`src/rtl/sync_pkg.sv`:
```
// sync_pkg: shared types and constants for the receive-side sync aligner.
//   state_e       : HUNT / VERIFY / LOCKED frame-lock states
//   SYNC_WORD_DEF : default sync pattern inserted by the transmit side
//   CNT_W         : slot counter width (FREQ is at most 63)
package sync_pkg;

    typedef enum logic [1:0] {
        HUNT   = 2'd0,
        VERIFY = 2'd1,
        LOCKED = 2'd2
    } state_e;

    localparam logic [15:0] SYNC_WORD_DEF = 16'hA5C3;
    localparam int          CNT_W         = 6;

endpackage

```
`src/rtl/sync_aligner_if.sv`:
```
// sync_aligner_if: word stream in, stripped data stream and lock status out.
//   master : drives resync/word_valid/word_in, observes outputs (link-side source)
//   slave  : the aligner itself
interface sync_aligner_if #(
    parameter int WIDTH = 16
);
    logic             resync;
    logic             word_valid;
    logic [WIDTH-1:0] word_in;
    logic             data_valid;
    logic [WIDTH-1:0] data_out;
    logic             locked;
    logic             sync_ok;
    logic             sync_err;
    logic [7:0]       err_count;

    modport master (
        output resync, word_valid, word_in,
        input  data_valid, data_out, locked, sync_ok, sync_err, err_count
    );

    modport slave (
        input  resync, word_valid, word_in,
        output data_valid, data_out, locked, sync_ok, sync_err, err_count
    );
endinterface

```
`src/rtl/sync_slot_counter.sv`:
```
// sync_slot_counter: position of the current word within a sync period.
//   clk, rst_n : clock, async active-low reset
//   clr_i      : force count to 0 (highest priority)
//   adv_i      : advance on an accepted word; wraps to 0 after the sync slot
//   at_slot_o  : count equals FREQ, i.e. the current word is the sync slot
module sync_slot_counter
    import sync_pkg::*;
#(
    parameter int FREQ = 16
) (
    input  logic clk,
    input  logic rst_n,
    input  logic clr_i,
    input  logic adv_i,
    output logic at_slot_o
);
    logic [CNT_W-1:0] cnt_q, cnt_d;

    assign at_slot_o = (cnt_q == CNT_W'(FREQ));

    always_comb begin
        cnt_d = cnt_q;
        if (clr_i) begin
            cnt_d = '0;
        end else if (adv_i) begin
            cnt_d = at_slot_o ? '0 : cnt_q + CNT_W'(1);
        end
    end

    always_ff @(posedge clk or negedge rst_n) begin
        if (!rst_n) begin
            cnt_q <= '0;
        end else begin
            cnt_q <= cnt_d;
        end
    end
endmodule

```
`src/rtl/sync_aligner.sv`:
```
// sync_aligner: acquires and holds frame lock on a periodic sync word and
// forwards only the data words (sync slots stripped) once locked.
//   clk, rst_n : clock, async active-low reset
//   bus        : sync_aligner_if.slave (resync, word_valid, word_in in;
//                data_valid, data_out, locked, sync_ok, sync_err, err_count out)
// Optional feature macro: SYNC_ERR_CNT_EN adds a saturating 8-bit miss counter
// on err_count (cleared only by rst_n); without it err_count is tied to zero.
//
//  state  | meaning
//  HUNT   | searching for any sync word
//  VERIFY | sync seen, checking that further syncs arrive FREQ words apart
//  LOCKED | frame locked, data words forwarded, sync slots monitored
module sync_aligner
    import sync_pkg::*;
#(
    parameter int               WIDTH      = 16,
    parameter logic [WIDTH-1:0] SYNC_WORD  = WIDTH'(SYNC_WORD_DEF),
    parameter int               FREQ       = 16,
    parameter int               LOCK_CNT   = 2,
    parameter int               UNLOCK_CNT = 3
) (
    input logic           clk,
    input logic           rst_n,
    sync_aligner_if.slave bus
);
    state_e           state_q;
    logic [2:0]       hits_q;
    logic [2:0]       misses_q;
    logic             data_valid_q;
    logic [WIDTH-1:0] data_out_q;
    logic             locked_q;
    logic             sync_ok_q;
    logic             sync_err_q;

    logic accept;
    logic is_sync;
    logic at_slot;
    logic miss_evt;

    // resync swallows a word presented in the same cycle
    assign accept   = bus.word_valid && !bus.resync;
    assign is_sync  = (bus.word_in == SYNC_WORD);
    assign miss_evt = accept && (state_q == LOCKED) && at_slot && !is_sync;

    // HUNT keeps the counter parked at 0 so the first sync starts a fresh period
    sync_slot_counter #(.FREQ(FREQ)) u_slot (
        .clk       (clk),
        .rst_n     (rst_n),
        .clr_i     (bus.resync || (state_q == HUNT)),
        .adv_i     (bus.word_valid),
        .at_slot_o (at_slot)
    );

    always_ff @(posedge clk or negedge rst_n) begin
        if (!rst_n) begin
            state_q      <= HUNT;
            hits_q       <= '0;
            misses_q     <= '0;
            data_valid_q <= 1'b0;
            data_out_q   <= '0;
            locked_q     <= 1'b0;
            sync_ok_q    <= 1'b0;
            sync_err_q   <= 1'b0;
        end else begin
            data_valid_q <= 1'b0;
            sync_ok_q    <= 1'b0;
            sync_err_q   <= 1'b0;
            if (bus.resync) begin
                state_q  <= HUNT;
                hits_q   <= '0;
                misses_q <= '0;
                locked_q <= 1'b0;
            end else if (accept) begin
                case (state_q)
                    HUNT: begin
                        if (is_sync) begin
                            state_q <= VERIFY;
                            hits_q  <= 3'd1;
                        end
                    end
                    VERIFY: begin
                        if (at_slot) begin
                            if (is_sync) begin
                                hits_q <= hits_q + 3'd1;
                                if (hits_q + 3'd1 == 3'(LOCK_CNT)) begin
                                    state_q  <= LOCKED;
                                    misses_q <= '0;
                                    locked_q <= 1'b1;
                                end
                            end else begin
                                state_q <= HUNT;
                                hits_q  <= '0;
                            end
                        end
                    end
                    LOCKED: begin
                        if (!at_slot) begin
                            // a sync pattern in a data slot is ordinary payload
                            data_valid_q <= 1'b1;
                            data_out_q   <= bus.word_in;
                        end else if (is_sync) begin
                            sync_ok_q <= 1'b1;
                            misses_q  <= '0;
                        end else begin
                            // flywheel: keep slot timing, count the miss
                            sync_err_q <= 1'b1;
                            misses_q   <= misses_q + 3'd1;
                            if (misses_q + 3'd1 == 3'(UNLOCK_CNT)) begin
                                state_q  <= HUNT;
                                hits_q   <= '0;
                                misses_q <= '0;
                                locked_q <= 1'b0;
                            end
                        end
                    end
                    default: begin
                        state_q  <= HUNT;
                        hits_q   <= '0;
                        misses_q <= '0;
                        locked_q <= 1'b0;
                    end
                endcase
            end
        end
    end

`ifdef SYNC_ERR_CNT_EN
    logic [7:0] err_cnt_q;

    always_ff @(posedge clk or negedge rst_n) begin
        if (!rst_n) begin
            err_cnt_q <= '0;
        end else if (miss_evt && (err_cnt_q != 8'hFF)) begin
            err_cnt_q <= err_cnt_q + 8'd1;
        end
    end

    assign bus.err_count = err_cnt_q;
`else
    assign bus.err_count = 8'd0;
`endif

    assign bus.data_valid = data_valid_q;
    assign bus.data_out   = data_out_q;
    assign bus.locked     = locked_q;
    assign bus.sync_ok    = sync_ok_q;
    assign bus.sync_err   = sync_err_q;

    // miss_evt feeds err_count only when the counter exists
    logic unused_miss;
    assign unused_miss = miss_evt;
endmodule
```
`src/flat_wrapper.sv`:
```
// flat-port wrapper written by rule: the top's interface ports become plain ports
module sync_aligner_flat import sync_pkg::*;
#(
    parameter int               WIDTH      = 16,
    parameter logic [WIDTH-1:0] SYNC_WORD  = WIDTH'(SYNC_WORD_DEF),
    parameter int               FREQ       = 16,
    parameter int               LOCK_CNT   = 2,
    parameter int               UNLOCK_CNT = 3
)
  (clk, rst_n, bus_resync, bus_word_valid, bus_word_in, bus_data_valid, bus_data_out, bus_locked, bus_sync_ok, bus_sync_err, bus_err_count);
  sync_aligner_if #(.WIDTH(WIDTH)) bus_i ();
  input logic clk;
  input logic rst_n;
  input wire logic [$bits(bus_i.resync)-1:0] bus_resync;
  input wire logic [$bits(bus_i.word_valid)-1:0] bus_word_valid;
  input wire logic [$bits(bus_i.word_in)-1:0] bus_word_in;
  output wire logic [$bits(bus_i.data_valid)-1:0] bus_data_valid;
  output wire logic [$bits(bus_i.data_out)-1:0] bus_data_out;
  output wire logic [$bits(bus_i.locked)-1:0] bus_locked;
  output wire logic [$bits(bus_i.sync_ok)-1:0] bus_sync_ok;
  output wire logic [$bits(bus_i.sync_err)-1:0] bus_sync_err;
  output wire logic [$bits(bus_i.err_count)-1:0] bus_err_count;
  assign bus_i.resync = bus_resync;
  assign bus_i.word_valid = bus_word_valid;
  assign bus_i.word_in = bus_word_in;
  assign bus_data_valid = bus_i.data_valid;
  assign bus_data_out = bus_i.data_out;
  assign bus_locked = bus_i.locked;
  assign bus_sync_ok = bus_i.sync_ok;
  assign bus_sync_err = bus_i.sync_err;
  assign bus_err_count = bus_i.err_count;
  sync_aligner #(.WIDTH(WIDTH), .SYNC_WORD(SYNC_WORD), .FREQ(FREQ), .LOCK_CNT(LOCK_CNT), .UNLOCK_CNT(UNLOCK_CNT)) u_core (.clk(clk), .rst_n(rst_n), .bus(bus_i));
endmodule
```
`config.mk`:
```
export PLATFORM = sky130hd
export DESIGN_NAME = sync_aligner_flat
export DESIGN_NICKNAME = d
export VERILOG_FILES = /design/src/rtl/sync_pkg.sv /design/src/rtl/sync_aligner_if.sv /design/src/rtl/sync_slot_counter.sv /design/src/rtl/sync_aligner.sv /design/src/flat_wrapper.sv
export SDC_FILE = /design/constraint.sdc
export NUM_CORES = 1
export LEC_CHECK = 0
export ABC_AREA = 1
export BUFFER_PORTS_ARGS = -buffer_cell sky130_fd_sc_hd__buf_2
export CORE_UTILIZATION = 56
export DETAILED_ROUTE_END_ITERATION = 8
export GPL_TIMING_DRIVEN = 0
export PLACE_DENSITY = 0.84
export SLEW_MARGIN = 10
export SYNTH_ARGS = -nofsm -noshare
export SYNTH_HDL_FRONTEND = slang
export SYNTH_SLANG_ARGS = --single-unit
```
`constraint.sdc`:
```
create_clock -name clk -period 3.7 [get_ports clk]
set_clock_uncertainty 0.15 [all_clocks]
set_input_delay 0.74 -clock clk [delete_from_list [all_inputs] [get_ports clk]]
set_output_delay 0.74 -clock clk [all_outputs]
set_load 0.05 [all_outputs]
```
# After elaboration in Yosys (flattened, before gate mapping)
# Cells that the tools add are included.
[word_totals]
memories = 0
regBits = 34
wordCells = 94
mem_bits_rw = 0
romBits = 0
latchBits = 0
out_inout_bits = 28
inputBits = 20
[op_classes]
n_bitwise = 2
n_lt_le_gt_ge = 0
div_mod_pow = 0
n_shift = 0
n_mux = 54
n_mul = 0
n_eq_ne = 15
n_addsub = 3
reduce_logical = 11
[op_table]
columns = ["cell", "count"]
rows = [
  ["3-bit 2-to-1 mux", 16],
  ["1-bit 2-to-1 mux", 22],
  ["2-bit 2-to-1 mux", 9],
  ["6-bit 2-to-1 mux", 3],
  ["3-bit case mux with 3 select lines", 2],
  ["16-bit == test, second input constant", 1],
  ["3-bit by 2-bit inequality test with 1-bit output, second input constant", 5],
  ["6-bit AND reduction", 2],
  ["8-bit AND reduction", 1],
  ["7-bit AND reduction", 1],
  ["3-bit by 1-bit adder with 3-bit output, second input constant", 2],
  ["6-bit by 1-bit adder with 6-bit output, second input constant", 1],
  ["3-bit by 2-bit == test with 1-bit output, second input constant", 2],
  ["6-bit by 5-bit == test with 1-bit output, second input constant", 1],
  ["3-bit inequality test, second input constant", 2],
  ["2-bit case mux with 3 select lines", 1],
  ["4-bit inequality test, second input constant", 1],
  ["4-bit AND reduction", 1],
  ["2-bit nonzero test", 2],
  ["1-bit case mux with 3 select lines", 1],
  ["2-bit by 1-bit == test with 1-bit output, second input constant", 1],
  ["2-bit == test, second input constant", 1],
  ["2-bit zero test", 1],
  ["2-bit inequality test, second input constant", 1],
  ["other kinds (4)", 5],
]

# Longest topological paths before layout
# Gate-level depths: netlist of the first run.
[depth]
depth_word = 8
depth_mapped = 11
ltp_nobuf = 11

# Modules after synthesis
# From an unflattened synthesis of the first run, not the netlist that was laid out.
[unflattened]
hier_cells = 253
area_unflattened_um2 = 1974.4
[modules_own_cells]
columns = ["mod", "cells_each", "seq_area_each_um2", "n_inst", "area_each_um2"]
rows = [
  ["sync_aligner", 205, 700.7, 1, 1592.8],
  ["sync_slot_counter", 48, 150.1, 1, 381.6],
]

# Worst setup path before layout of the first run
# Ideal clock, no wire load.
[synth_path]
kind = "in2reg"
startpoint = "input bus_resync"
endpoint = "register u_core.data_out_q[10], in the netlist u_core.bus.data_out[10]"
path_stages = 8
n_path_buf = 2
arrival_time_ns = 1.662
path_slack_ns = 1.769
t_required_ns = 3.431
setup_time_ns = 0.119
cell_sequence = "buf_6 > nor3_4 > nand2_2 > nor2_8 > inv_6 > buf_8 > nand2_1 > nand2_1"
[synth_between]
elab_chain_cells = 3
word_cells_on_any_way = 4
classes_between = "1 x bitwise; 3 x reduce/logical"
[synth_rtl]
columns = ["element", "line", "source"]
rows = [
  ["start: declaration", "flat_wrapper.sv:14", "input wire logic [$bits(bus_i.resync)-1:0] bus_resync;"],
  ["1-bit zero test", "sync_aligner.sv:41", "assign accept = bus.word_valid && !bus.resync;"],
  ["1-bit logical AND", "sync_aligner.sv:41", ""],
  ["4-bit AND reduction (no line) *", "--", ""],
  ["end signal: assignment", "sync_aligner.sv:100", "data_out_q <= bus.word_in;"],
  ["end: declaration", "sync_aligner.sv:30", "logic [WIDTH-1:0] data_out_q;"],
]
# Every way passes the cells marked *; elsewhere a longest branch is shown, timed or not.
# A chain may end at the register's enable or synchronous reset.

# Final worst setup path of the first run
[layout_path]
startpoint = "register u_core.data_out_q[6], in the netlist u_core.bus.data_out[6]"
endpoint = "output bus_data_out[6]"
[layout_rtl]
columns = ["element", "line", "source"]
rows = [
  ["end: declaration", "flat_wrapper.sv:18", "output wire logic [$bits(bus_i.data_out)-1:0] bus_data_out;"],
]
# No word-level cell between the ends.

==> results of run 1 <==
sequential cells by signal (all words and copies together) (netlist names):
name	cells
u_core.bus.data_out	16
u_core.bus.data_valid	1
u_core.bus.locked	1
u_core.bus.sync_err	1
u_core.bus.sync_ok	1
u_core.hits_q	3
u_core.misses_q	3
u_core.state_q	2
u_core.u_slot.cnt_q	6
synthesized netlist by cell type (all sizes together), types with 2 or more instances:
cell    n  area, um2
nand2  97        379
dfrtp  34        851
inv    28        110
nor2   22        114
buf    11       97.6
nand3  11       60.1
a21oi   9       56.3
o21ai   7       35.0
ha      6       75.1
nand4   5       31.3
nor4    2       12.5
metrics by stage:
stage | std cells | setup WS [ns] | utilization | hold slack [ns]
detailed placement | 328 | 1.49 | 0.687 | 0.304
global route | 336 | 1.72 | 0.708 | 0.347
floorplan | 246 | 1.77 | - | 0.294
global placement | 328 | 1.51 | 0.687 | 0.299
finish | 336 | 1.83 | 0.708 | 0.290
CTS | 336 | 1.82 | 0.708 | 0.314
kinds of logic (layout without fill, tap and decap cells):
logic type,after synthesis,count (layout),synth area share
compound gates,18,18,0.0560
flops,34,34,0.453
xor+xnor,1,1,0.00466
simple gates,140,140,0.334
fa+ha+maj,6,6,0.0400
other cells,1,8,0.00200
buf+inv,39,85,0.111
metal layers:
metal / global-route usage / vias to the layer above / routed length [um]
met5: 0 / - / 0
met4: 0.0864 / 0 / 46
met1: 0.261 / 674 / 1540
li1: - / 829 / -
met3: 0.0649 / 6 / 239
met2: 0.327 / 48 / 1450
worst paths after layout:
path / start / endpoint / slack (ns) / depth (start not counted)
worst max-delay path: u_core.bus.data_out[6]$_DFFE_PN0P_ / bus_data_out[6] / 1.83 / 1
worst min-delay path: rst_n / u_core.u_slot.cnt_q[5]$_DFFE_PN0P_ / 0.29 / 1
worst max register to register: u_core.u_slot.cnt_q[0]$_DFFE_PN0P_ / u_core.misses_q[2]$_DFFE_PN0P_ / 1.99 / 9
worst min register to register: u_core.bus.data_out[13]$_DFFE_PN0P_ / u_core.bus.data_out[13]$_DFFE_PN0P_ / 0.32 / 2
max in group asynchronous: rst_n / u_core.u_slot.cnt_q[0]$_DFFE_PN0P_ / 2.64 / 1
min in group clk: u_core.bus.data_out[13]$_DFFE_PN0P_ / u_core.bus.data_out[13]$_DFFE_PN0P_ / 0.32 / 2
report_power, final:
part | switching, uW | internal, uW | leakage (uW)
registers | 20.5 | 388 | 0.000472
clock network | 126 | 91.3 | 0.0000343
logic | 134 | 60.9 | 0.000782
total | 281 | 540 | 0.00129
cell type report:
class	instances	area, um2
Sequential cell	34	851
Timing Repair Buffer	38	190
Fill cell	246	915
Inverter	28	110
Multi-Input combinational cell	173	846
Buffer	11	97.6
Clock inverter	2	12.5
Clock buffer	6	51.3
Tap cell	44	55.1
==> impl_results.md, run 1 <==
- Bufs and invs on worst path: 1
- Maximum number of pins on one net before global-route repair: 35
- Clk pin slew, worst setup/hold paths: between 0.1 and 0.15 ns
- Number of endpoints failing setup at the final stage: 0
- Final hold violation count: 0
- Number of input and output port buffers inserted: 38
- Post-route design area: approximately 2200 um2
- Fraction of layout cells with a size suffix above 1: 0.250
- RSZ-0062 raised after global routing: false
- Final cycle utilization of the critical path: 0.505
- Total CTS buffers: 5
- Min cycle time layout: 1.87 ns
- Maximum VDD drop: between 0.2 and 0.3 mV
- Mean cell area of the mapped netlist: roughly 7.9 um2
- Violation count after the first detailed-route iteration: roughly 110
- CP Capture Type: output port
- Hold bufs inserted after CTS: 0
- Flops & latches, synth: 34
- Final WL: 3280 um
- Residual antenna-violating net count after detailed routing: 0
- Post-cts sizing count: 0
- Average wire length per cell after detail routing: slightly below 10 um
- Final-stage net count: approximately 320
- Max cap viols: 0
- P per Cell Area: approximately 370 nW/um2
- Clock tree root driver cell: clkbuf_4
- Core Region: approximately 3100 um2
- Initial antenna violation count: 0
- Final Max Slew Viols: 0
- Overflow left after global routing: 0
- Number of standard cells after synthesis: 239
- Critical Path Slowest Stage Cell: dfrtp_1
- Netlist Area Pre-Place: 1880 um2
- Leakage Power: approximately 0.0013 uW
- Number of levels the H-tree was split into: 2
- Global-route wire length before repair: about 5400 um
- Fmax: 535 MHz
- Initial core utilization: 0.600
- Sink count of the clock tree: 34
- Total of warnings raised by yosys: 0
- Per-cell via count in the routed design: roughly 4.6
- Routed vias: about 1600
- Worst setup path category: register to output port
- Synthesis-to-layout area growth: 17.9%
- Standard-cell row count: 20
- Stage delay of the slowest cell on the critical path: approximately 0.37 ns
- I/O pin count: between 40 and 50
- Setup crit start kind: register
- Clock buffer depth: 2
- Min-delay worst type: input pin to async pin
- Final TNS setup: 0 ns
- Final GP Congestion: a little under 0.9
- Vias in the first global route: 1310
- Die Area: approximately 3600 um2
- CTS tree: yes
- Status: finished, final reports clean
- Worst skew pair latency: approximately 0.34 ns
- Share of synthesized flip-flops with an asynchronous set or reset: 1.00
- Commonest cells after routing, fill and taps aside: nand2_1, buf_2, dfrtp_1, inv_1, nor2_1
- Hpwl dp: around 2500 um
- Category of cells accounting for the largest share of critical-path delay: flip-flops
- Yosys cell types: 28
- Global Route Usage Sum: 0.207
- Ordered cell list for the critical path: buf_2
- Post-CTS setup repair buffer count: 0
- Tot Pwr: slightly above 800 uW
- DRT Pass-1 Iters: 4
- Height of the die: roughly 60 um
- Share of the yosys chip area belonging to registers: 0.453
- Worst Max-Slew Pin Slew: 0.718 ns
- Number of antenna cells inserted: 0
- Crit path arrival time: approximately 0.98 ns
- Number of enable-type register cells in the synthesized netlist: 0
- Total DRC errors in the routed layout: 0
- Cell area after placement: roughly 2100 um2
- Leading cell type in the layout, fill and taps excluded: nand2_1
- Die Width: between 50 and 60 um
- Dominant register cell in the synthesized netlist: dfrtp_1
- Maximum fanout along the worst path: 2
- Critical path data required time: 2.81 ns
- Relative max-transition margin: 0.521
Note: power is estimated with default switching activity, not from simulation.
==> inputs of run 2 (changes only) <==
--- a/config.mk
+++ b/config.mk
@@ -7,10 +7,10 @@
 export LEC_CHECK = 0
 export ABC_AREA = 1
 export BUFFER_PORTS_ARGS = -buffer_cell sky130_fd_sc_hd__buf_2
-export CORE_UTILIZATION = 56
+export CORE_UTILIZATION = 47
 export DETAILED_ROUTE_END_ITERATION = 8
 export GPL_TIMING_DRIVEN = 0
-export PLACE_DENSITY = 0.84
+export PLACE_DENSITY = 0.75
 export SLEW_MARGIN = 10
 export SYNTH_ARGS = -nofsm -noshare
 export SYNTH_HDL_FRONTEND = slang
==> constraint.sdc (replaced) <==
create_clock -name clk -period 1.5 [get_ports clk]
set_clock_uncertainty 0.15 [all_clocks]
set_input_delay 0.3 -clock clk [delete_from_list [all_inputs] [get_ports clk]]
set_output_delay 0.3 -clock clk [all_outputs]
set_load 0.05 [all_outputs]
==> run 2 against run 1 <==
- the flow now finishes with violations (negative setup slack)
- largest cell class is now multi-input combinational cells
- register-to-register slack got worse by 2.0 ns
- power grew to 3.0 times the previous value
- global-route usage rose by 0.38 points
- critical endpoint is now u_core.misses_q[0]$_DFFE_PN0P_
- highest routed layer unchanged
- utilization barely moved
==> impl_results.md, run 2 (synthesis gave the netlist of run 1 again) <==
- Leading cell type in the layout, fill and taps excluded: nand2_1
- Die Width: about 65 um
- R2R setup slack: -0.05 ns
- Setup WS pre-CTS: -0.254 ns
- Core Region: about 3700 um2
- Worst setup path category: register to register
- Number of endpoints failing setup at the final stage: 20
- Hpwl dp: 2690 um
- Routed vias: roughly 1700
- Vias in the first global route: 1562
- Sw Ratio: 0.335
- Relative contribution of sequential cells to total power: 0.408
- Total DRC errors in the routed layout: 0
- Final-stage net count: 340
- Part of the total power dissipated in the clock network: 0.287
- Average wire length per cell after detail routing: roughly 12 um
- Clock tree root driver cell: clkbuf_8
- Number of levels the H-tree was split into: 2
- Crit path arrival time: around 1.6 ns
- Leakage Power: 0.00144 uW
- Synthesis-to-layout area growth: 41.0%
- Clock buffer depth: 2
- Global-route wire length before repair: ~6800 um
- Status: complete, but fails checks
- Violations in the final reports: negative setup slack
- Hold path endpoint: u_core.bus.data_out[9]$_DFFE_PN0P_
- Worst-case setup margin in the final layout: -0.0507 ns
- Final GP Congestion: approximately 0.79
- Final TNS setup: -0.579 ns
- Final cycle utilization of the critical path: 1.03
- Overflow left after global routing: 0
- Hold Path Cell Cnt: 3
- Fmax: between 600 and 700 MHz
- Commonest cells after routing, fill and taps aside: nand2_1, buf_2, dfrtp_1, buf_4, nand2_2
- Global Route Usage Sum: 0.210
- Sink count of the clock tree: 34
- Cell-internal power: 1630 uW
- Total CTS buffers: 5
- Worst skew pair latency: a little under 0.3 ns
- Setup crit start kind: register
- Start point of the worst hold path: bus_word_in[9]
- P per Cell Area: 924 nW/um2
- Min cycle time layout: roughly 1.6 ns
- Count of cells along the worst register-to-register path: 9
- WHS: approximately 0.071 ns
- Initial antenna violation count: 0
- Number of antenna cells inserted: 0
- Standard-cell row count: 22
- Worst Max-Slew Pin Slew: between 0.7 and 0.8 ns
- Min-delay worst type: input pin to register
- RSZ-0062 raised after global routing: true
- CP Capture Type: register
- Maximum number of pins on one net before global-route repair: 35
- CTS tree: yes
- Post-Route Utilization: 0.708
- Residual antenna-violating net count after detailed routing: 0
- Comb pwr share: 0.305
- Crit Reg-Reg Endpoint: u_core.misses_q[0]$_DFFE_PN0P_
- Fraction of layout cells with a size suffix above 1: 0.463
- Number of flip-flops in the largest register: 16
- FF-to-FF Start: u_core.hits_q[1]$_DFFE_PN0P_
- Die Area: ~4300 um2
- Final WL: ~4200 um
- Final hold violation count: 0
- DRT Pass-1 Iters: 4
- I/O pin count: 48
- Per-cell via count in the routed design: 4.81
- Max cap viols: 0
- Initial core utilization: 0.502
- Violation count after the first detailed-route iteration: 94
- Relative max-transition margin: 0.498
- Clk pin slew, worst setup/hold paths: about 0.07 ns
- Final Max Slew Viols: 0
- Number of input and output port buffers inserted: 38
- P_sw: a little over 800 uW
- Critical path data required time: ~1.5 ns
- Maximum fanout along the worst path: 6
- Maximum VDD drop: around 1.1 mV
- Height of the die: about 65 um
[run 2: worst max-delay path by stage]
stage	cells after the start	startpoint	end	slack (ns)
floorplan	7	u_core.state_q[0]$_DFFE_PN0P_	u_core.bus.data_out[10]$_DFFE_PN0P_	-0.05
global placement	11	bus_word_in[5]	u_core.hits_q[1]$_DFFE_PN0P_	-0.24
detailed placement	11	bus_word_in[5]	u_core.hits_q[1]$_DFFE_PN0P_	-0.25
CTS	9	u_core.u_slot.cnt_q[1]$_DFFE_PN0P_	u_core.misses_q[0]$_DFFE_PN0P_	-0.06
global route	9	u_core.u_slot.cnt_q[0]$_DFFE_PN0P_	u_core.state_q[0]$_DFFE_PN0P_	-0.16
finish	9	u_core.hits_q[1]$_DFFE_PN0P_	u_core.misses_q[0]$_DFFE_PN0P_	-0.05
[run 2: critical path, stage by stage (launching register included)]
cell,delay (ns)
dfrtp_1,0.40
ha_2,0.21
nand2_2,0.07
nand3_2,0.09
nand2_2,0.07
inv_2,0.04
nor2_4,0.15
nand3_4,0.12
nand2_1,0.09
o21ai_1,0.06
[run 2: final cells by class]
| cell class | count | area [um2] |
|---|---|---|
| Clock inverter | 1 | 5.00 |
| Multi-Input combinational cell | 173 | 1050 |
| Timing Repair inverter | 1 | 6.26 |
| Fill cell | 286 | 1090 |
| Timing Repair Buffer | 60 | 379 |
| Tap cell | 48 | 60.1 |
| Buffer | 11 | 97.6 |
| Sequential cell | 34 | 852 |
| Inverter | 28 | 113 |
| Clock buffer | 7 | 86.3 |
[run 2: timing repair]
action,4_1_cts,5_1_grt
gates resized for setup,22,50
hold buffers,1,0
gates cloned,1,1
buffers inserted,12,8
setup endpoints to repair,29,29
endpoints found under the hold margin,34,0
pin swaps,13,24
[run 2: power by group through the flow]
stage          logic [uW]  registers (uW)  clock network, uW
3_3_place_gp          478            1030                  0
2_1_floorplan         341            1050                  0
4_1_cts               612            1000                724
6_report              746            1000                702
5_1_grt               829            1000                753
3_5_place_dp          486            1030                  0
[run 2: routing by layer]
metal,global-route usage,wire length [um]
met5,0,0
met4,0.111,95
met2,0.344,2170
met3,0.0469,127
met1,0.257,1820
[run 2: per-stage QoR]
step           cells  instance area (um2)  total power (uW)
2_1_floorplan    246                 1910              1390
3_3_place_gp     332                 2160              1510
3_5_place_dp     332                 2160              1520
4_1_cts          354                 2430              2340
5_1_grt          363                 2650              2590
6_report         363                 2650              2450
==> inputs of run 3 (changes only) <==
--- a/config.mk
+++ b/config.mk
@@ -5,7 +5,6 @@
 export SDC_FILE = /design/constraint.sdc
 export NUM_CORES = 1
 export LEC_CHECK = 0
-export ABC_AREA = 1
 export BUFFER_PORTS_ARGS = -buffer_cell sky130_fd_sc_hd__buf_2
 export CORE_UTILIZATION = 47
 export DETAILED_ROUTE_END_ITERATION = 8
@@ -14,4 +13,5 @@
 export SLEW_MARGIN = 10
 export SYNTH_ARGS = -nofsm -noshare
 export SYNTH_HDL_FRONTEND = slang
+export SYNTH_HIERARCHICAL = 1
 export SYNTH_SLANG_ARGS = --single-unit
==> run 3 against run 2 <==
- the flow still finishes with violations (negative setup slack)
- via count fell by 13%
- critical endpoint is now u_core/hits_q[2]$_DFFE_PN0P_
- sequential share of layout area rose by 1.1 points
- hold slack improved by 0.037 ns
- global-route usage rose by 2.3 points
- die area fell by 2.0%
- largest cell class unchanged
==> impl_results.md, run 3 <==
- Top cell type's share of synthesized area: 0.463
- Height of the die: roughly 65 um
- Start point of the worst hold path: bus_word_in[5]
- Per-cell via count in the routed design: around 5.3
- Violations in the final reports: negative setup slack
- Ordered cell list for the critical path: inv_2 -> ha_4 -> nand4bb_4 -> nor2_4 -> nand4_1 -> a211o_1 -> or4_4 -> o211ai_2
- Met3 wire length: 235 um
- Final hold violation count: 0
- Relative max-transition margin: 0.503
- Most common cell in the synthesized netlist: dfrtp_1
- Vias in the first global route: between 1500 and 2000
- Commonest cells in the netlist: dfrtp_1, mux2_2, nand2_1
- Crit path arrival time: around 2.2 ns
- Final cycle utilization of the critical path: 1.41
- Die Width: approximately 65 um
- Netlist Area Pre-Place: between 1500 and 2000 um2
- Dominant register cell in the synthesized netlist: dfrtp_1
- Violation count after the first detailed-route iteration: between 90 and 100
- Global-route wire length before repair: about 7200 um
- I/O pin count: 48
- Maximum number of pins on one net before global-route repair: 35
- Leakage Power: around 0.0012 uW
- Fill cell instance count of the final layout: 301
- Setup crit start kind: register
- Number of standard cells after synthesis: approximately 170
- Mean cell area of the mapped netlist: approximately 11 um2
- Yosys cell types: 50
- Number of endpoints failing setup at the final stage: 32
- Final-stage net count: around 260
- Final TNS setup: -14.24 ns
- Critical Path Slowest Stage Cell: or4_4
- CP Capture Type: register
- Total DRC errors in the routed layout: 0
- Share of the yosys chip area belonging to registers: 0.463
- Routed vias: around 1500
- Synthesis-to-layout area growth: 39.3%
- R2R setup slack: -0.61 ns
- Tot Pwr: roughly 1700 uW
- Clock tree root driver cell: clkbuf_8
- Clock buffer depth: 2
- Final Max Slew Viols: 0
- DRT Pass-1 Iters: 4
- Min cycle time layout: between 2 and 2.5 ns
- Placed cell count: 259
- P per Cell Area: around 660 nW/um2
- Number of enable-type register cells in the synthesized netlist: 0
- Number of flip-flops in the largest register: 16
- Number of antenna cells inserted: 0
- Hold path endpoint: u_core/bus.data_out[5]$_DFFE_PN0P_
- Global Route Usage Sum: 0.233
- Hpwl dp: 2700 um
- Residual antenna-violating net count after detailed routing: 0
- Clk pin slew, worst setup/hold paths: roughly 0.070 ns
- Average wire length per cell after detail routing: between 15 and 20 um
- Maximum VDD drop: about 0.53 mV
- Cell Count, Final, Fillers Out: around 290
- Number of input and output port buffers inserted: 39
- Overflow left after global routing: 0
- Final WL: between 4000 and 5000 um
- Worst skew pair latency: between 0.2 and 0.3 ns
- Total of warnings raised by yosys: 6
- Worst setup path category: register to register
- Fmax: roughly 470 MHz
- Commonest cells after routing, fill and taps aside: buf_2, dfrtp_1, buf_4, mux2_4, nand2_1
- Core Region: between 3000 and 4000 um2
- Die Area: approximately 4200 um2
- M1 WL: 1830 um
- FF-to-FF Start: u_core/u_slot/cnt_q[0]$_DFFE_PN0P_
- Count of cells along the worst register-to-register path: 8
- Number of levels the H-tree was split into: 2
- Highest signal layer in the routed design: met4
- Leading cell type in the layout, fill and taps excluded: buf_2
- Critical path data required time: roughly 1.6 ns
- Initial antenna violation count: 0
- Maximum fanout along the worst path: 4
- Total CTS buffers: 5
- Standard-cell row count: 22
- Status: complete, but fails checks
- Initial core utilization: 0.495
- Fraction of layout cells with a size suffix above 1: 0.515
- RSZ-0062 raised after global routing: true
- Top cells by area, synth: dfrtp_1, mux2_2, ha_1, buf_4, nand2_1
- Flops & latches, synth: 34
- Worst Max-Slew Pin Slew: about 0.75 ns
- Met2 Wirelength: between 2000 and 2500 um
- Cell accounting for the most synthesized area: dfrtp_1
- Min-delay worst type: input pin to register
- Stage delay of the slowest cell on the critical path: ~0.43 ns
- CTS tree: yes
- Hold Path Cell Cnt: 2
- Share of synthesized flip-flops with an asynchronous set or reset: 1.00
- Crit Reg-Reg Endpoint: u_core/hits_q[2]$_DFFE_PN0P_
- Max cap viols: 0
- Sink count of the clock tree: 34
- Worst-case setup margin in the final layout: -0.609 ns
- Final GP Congestion: a little under 0.8
## run 3: worst max path at each step
stage                                  startpoint                                 end  cells past startpoint  slack [ns]
2_1_floorplan  u_core/u_slot/cnt_q[0]$_DFFE_PN0P_        u_core/hits_q[2]$_DFFE_PN0P_                      9       -0.72
3_3_place_gp   u_core/u_slot/cnt_q[0]$_DFFE_PN0P_  u_core/bus.data_out[0]$_DFFE_PN0P_                      7       -0.95
3_5_place_dp   u_core/u_slot/cnt_q[0]$_DFFE_PN0P_  u_core/bus.data_out[0]$_DFFE_PN0P_                      7       -0.96
4_1_cts        u_core/u_slot/cnt_q[0]$_DFFE_PN0P_        u_core/hits_q[2]$_DFFE_PN0P_                      9       -0.67
5_1_grt        u_core/u_slot/cnt_q[1]$_DFFE_PN0P_        u_core/hits_q[2]$_DFFE_PN0P_                      8       -0.72
6_report       u_core/u_slot/cnt_q[0]$_DFFE_PN0P_        u_core/hits_q[2]$_DFFE_PN0P_                      8       -0.61
## run 3: through the flow
step	utilization	setup WS (ns)	hold slack, ns	area [um2]
2_1_floorplan	-	-0.718	-0.146	1970
3_3_place_gp	0.600	-0.948	0.263	2230
3_5_place_dp	0.600	-0.962	0.263	2230
4_1_cts	0.679	-0.672	0.100	2520
5_1_grt	0.689	-0.720	0.0903	2560
6_report	0.689	-0.609	0.108	2560
## run 3: cells by family (layout without fill, tap and decap cells)
logic type               Yosys count  count (layout)  synth area share
buffers and inverters             22              87            0.0721
AO/OA/AOI/OAI                     28              28             0.116
multiplexers                      19              19             0.114
flip-flops                        34              34             0.463
other                              1               8           0.00204
AND/OR/NAND/NOR                   53              53             0.183
XOR/XNOR                           2               2           0.00953
adder cells (fa/ha/maj)            6               6            0.0408
## run 3: report_power, final
| part | total [uW] | switching [uW] | internal (uW) |
|---|---|---|---|
| combinational | 162 | 106 | 56.6 |
| clock | 623 | 312 | 311 |
| sequential | 917 | 0.00256 | 917 |
| total | 1700 | 418 | 1280 |
## run 3: worst max-delay path, delay by kind of cell, from the launching register on
family	cells	cell delay [ns]
and+or+nand+nor	4	0.87
DFF	1	0.39
buffers and inverters	1	0.08
AOI/OAI and AO/OA	2	0.41
adders and majority gates	1	0.14
## run 3: what timing repair did
action	4_1_cts	5_1_grt
buffers inserted	17	5
endpoints found under the hold margin	34	0
hold buffers	1	0
resized for setup	17	12
cloned	1	0
pin swaps	7	7
setup endpoints to repair	32	33
## run 3: per-layer routing
layer | vias to the layer above | GRT usage
met1 | 737 | 0.286
met4 | 0 | 0.0750
li1 | 729 | -
met3 | 2 | 0.0651
met2 | 51 | 0.395
met5 | - | 0
## run 3: final cells by class
class                           instances  area, um2  area share
Inverter                                7       26.3      0.0103
Timing Repair Buffer                   59        379       0.148
Buffer                                 14        103      0.0401
Clock buffer                            5       68.8      0.0269
Multi-Input combinational cell        116       1060       0.415
Sequential cell                        34        851       0.332
Tap cell                               48       60.1      0.0234
Clock inverter                          2       10.0     0.00391
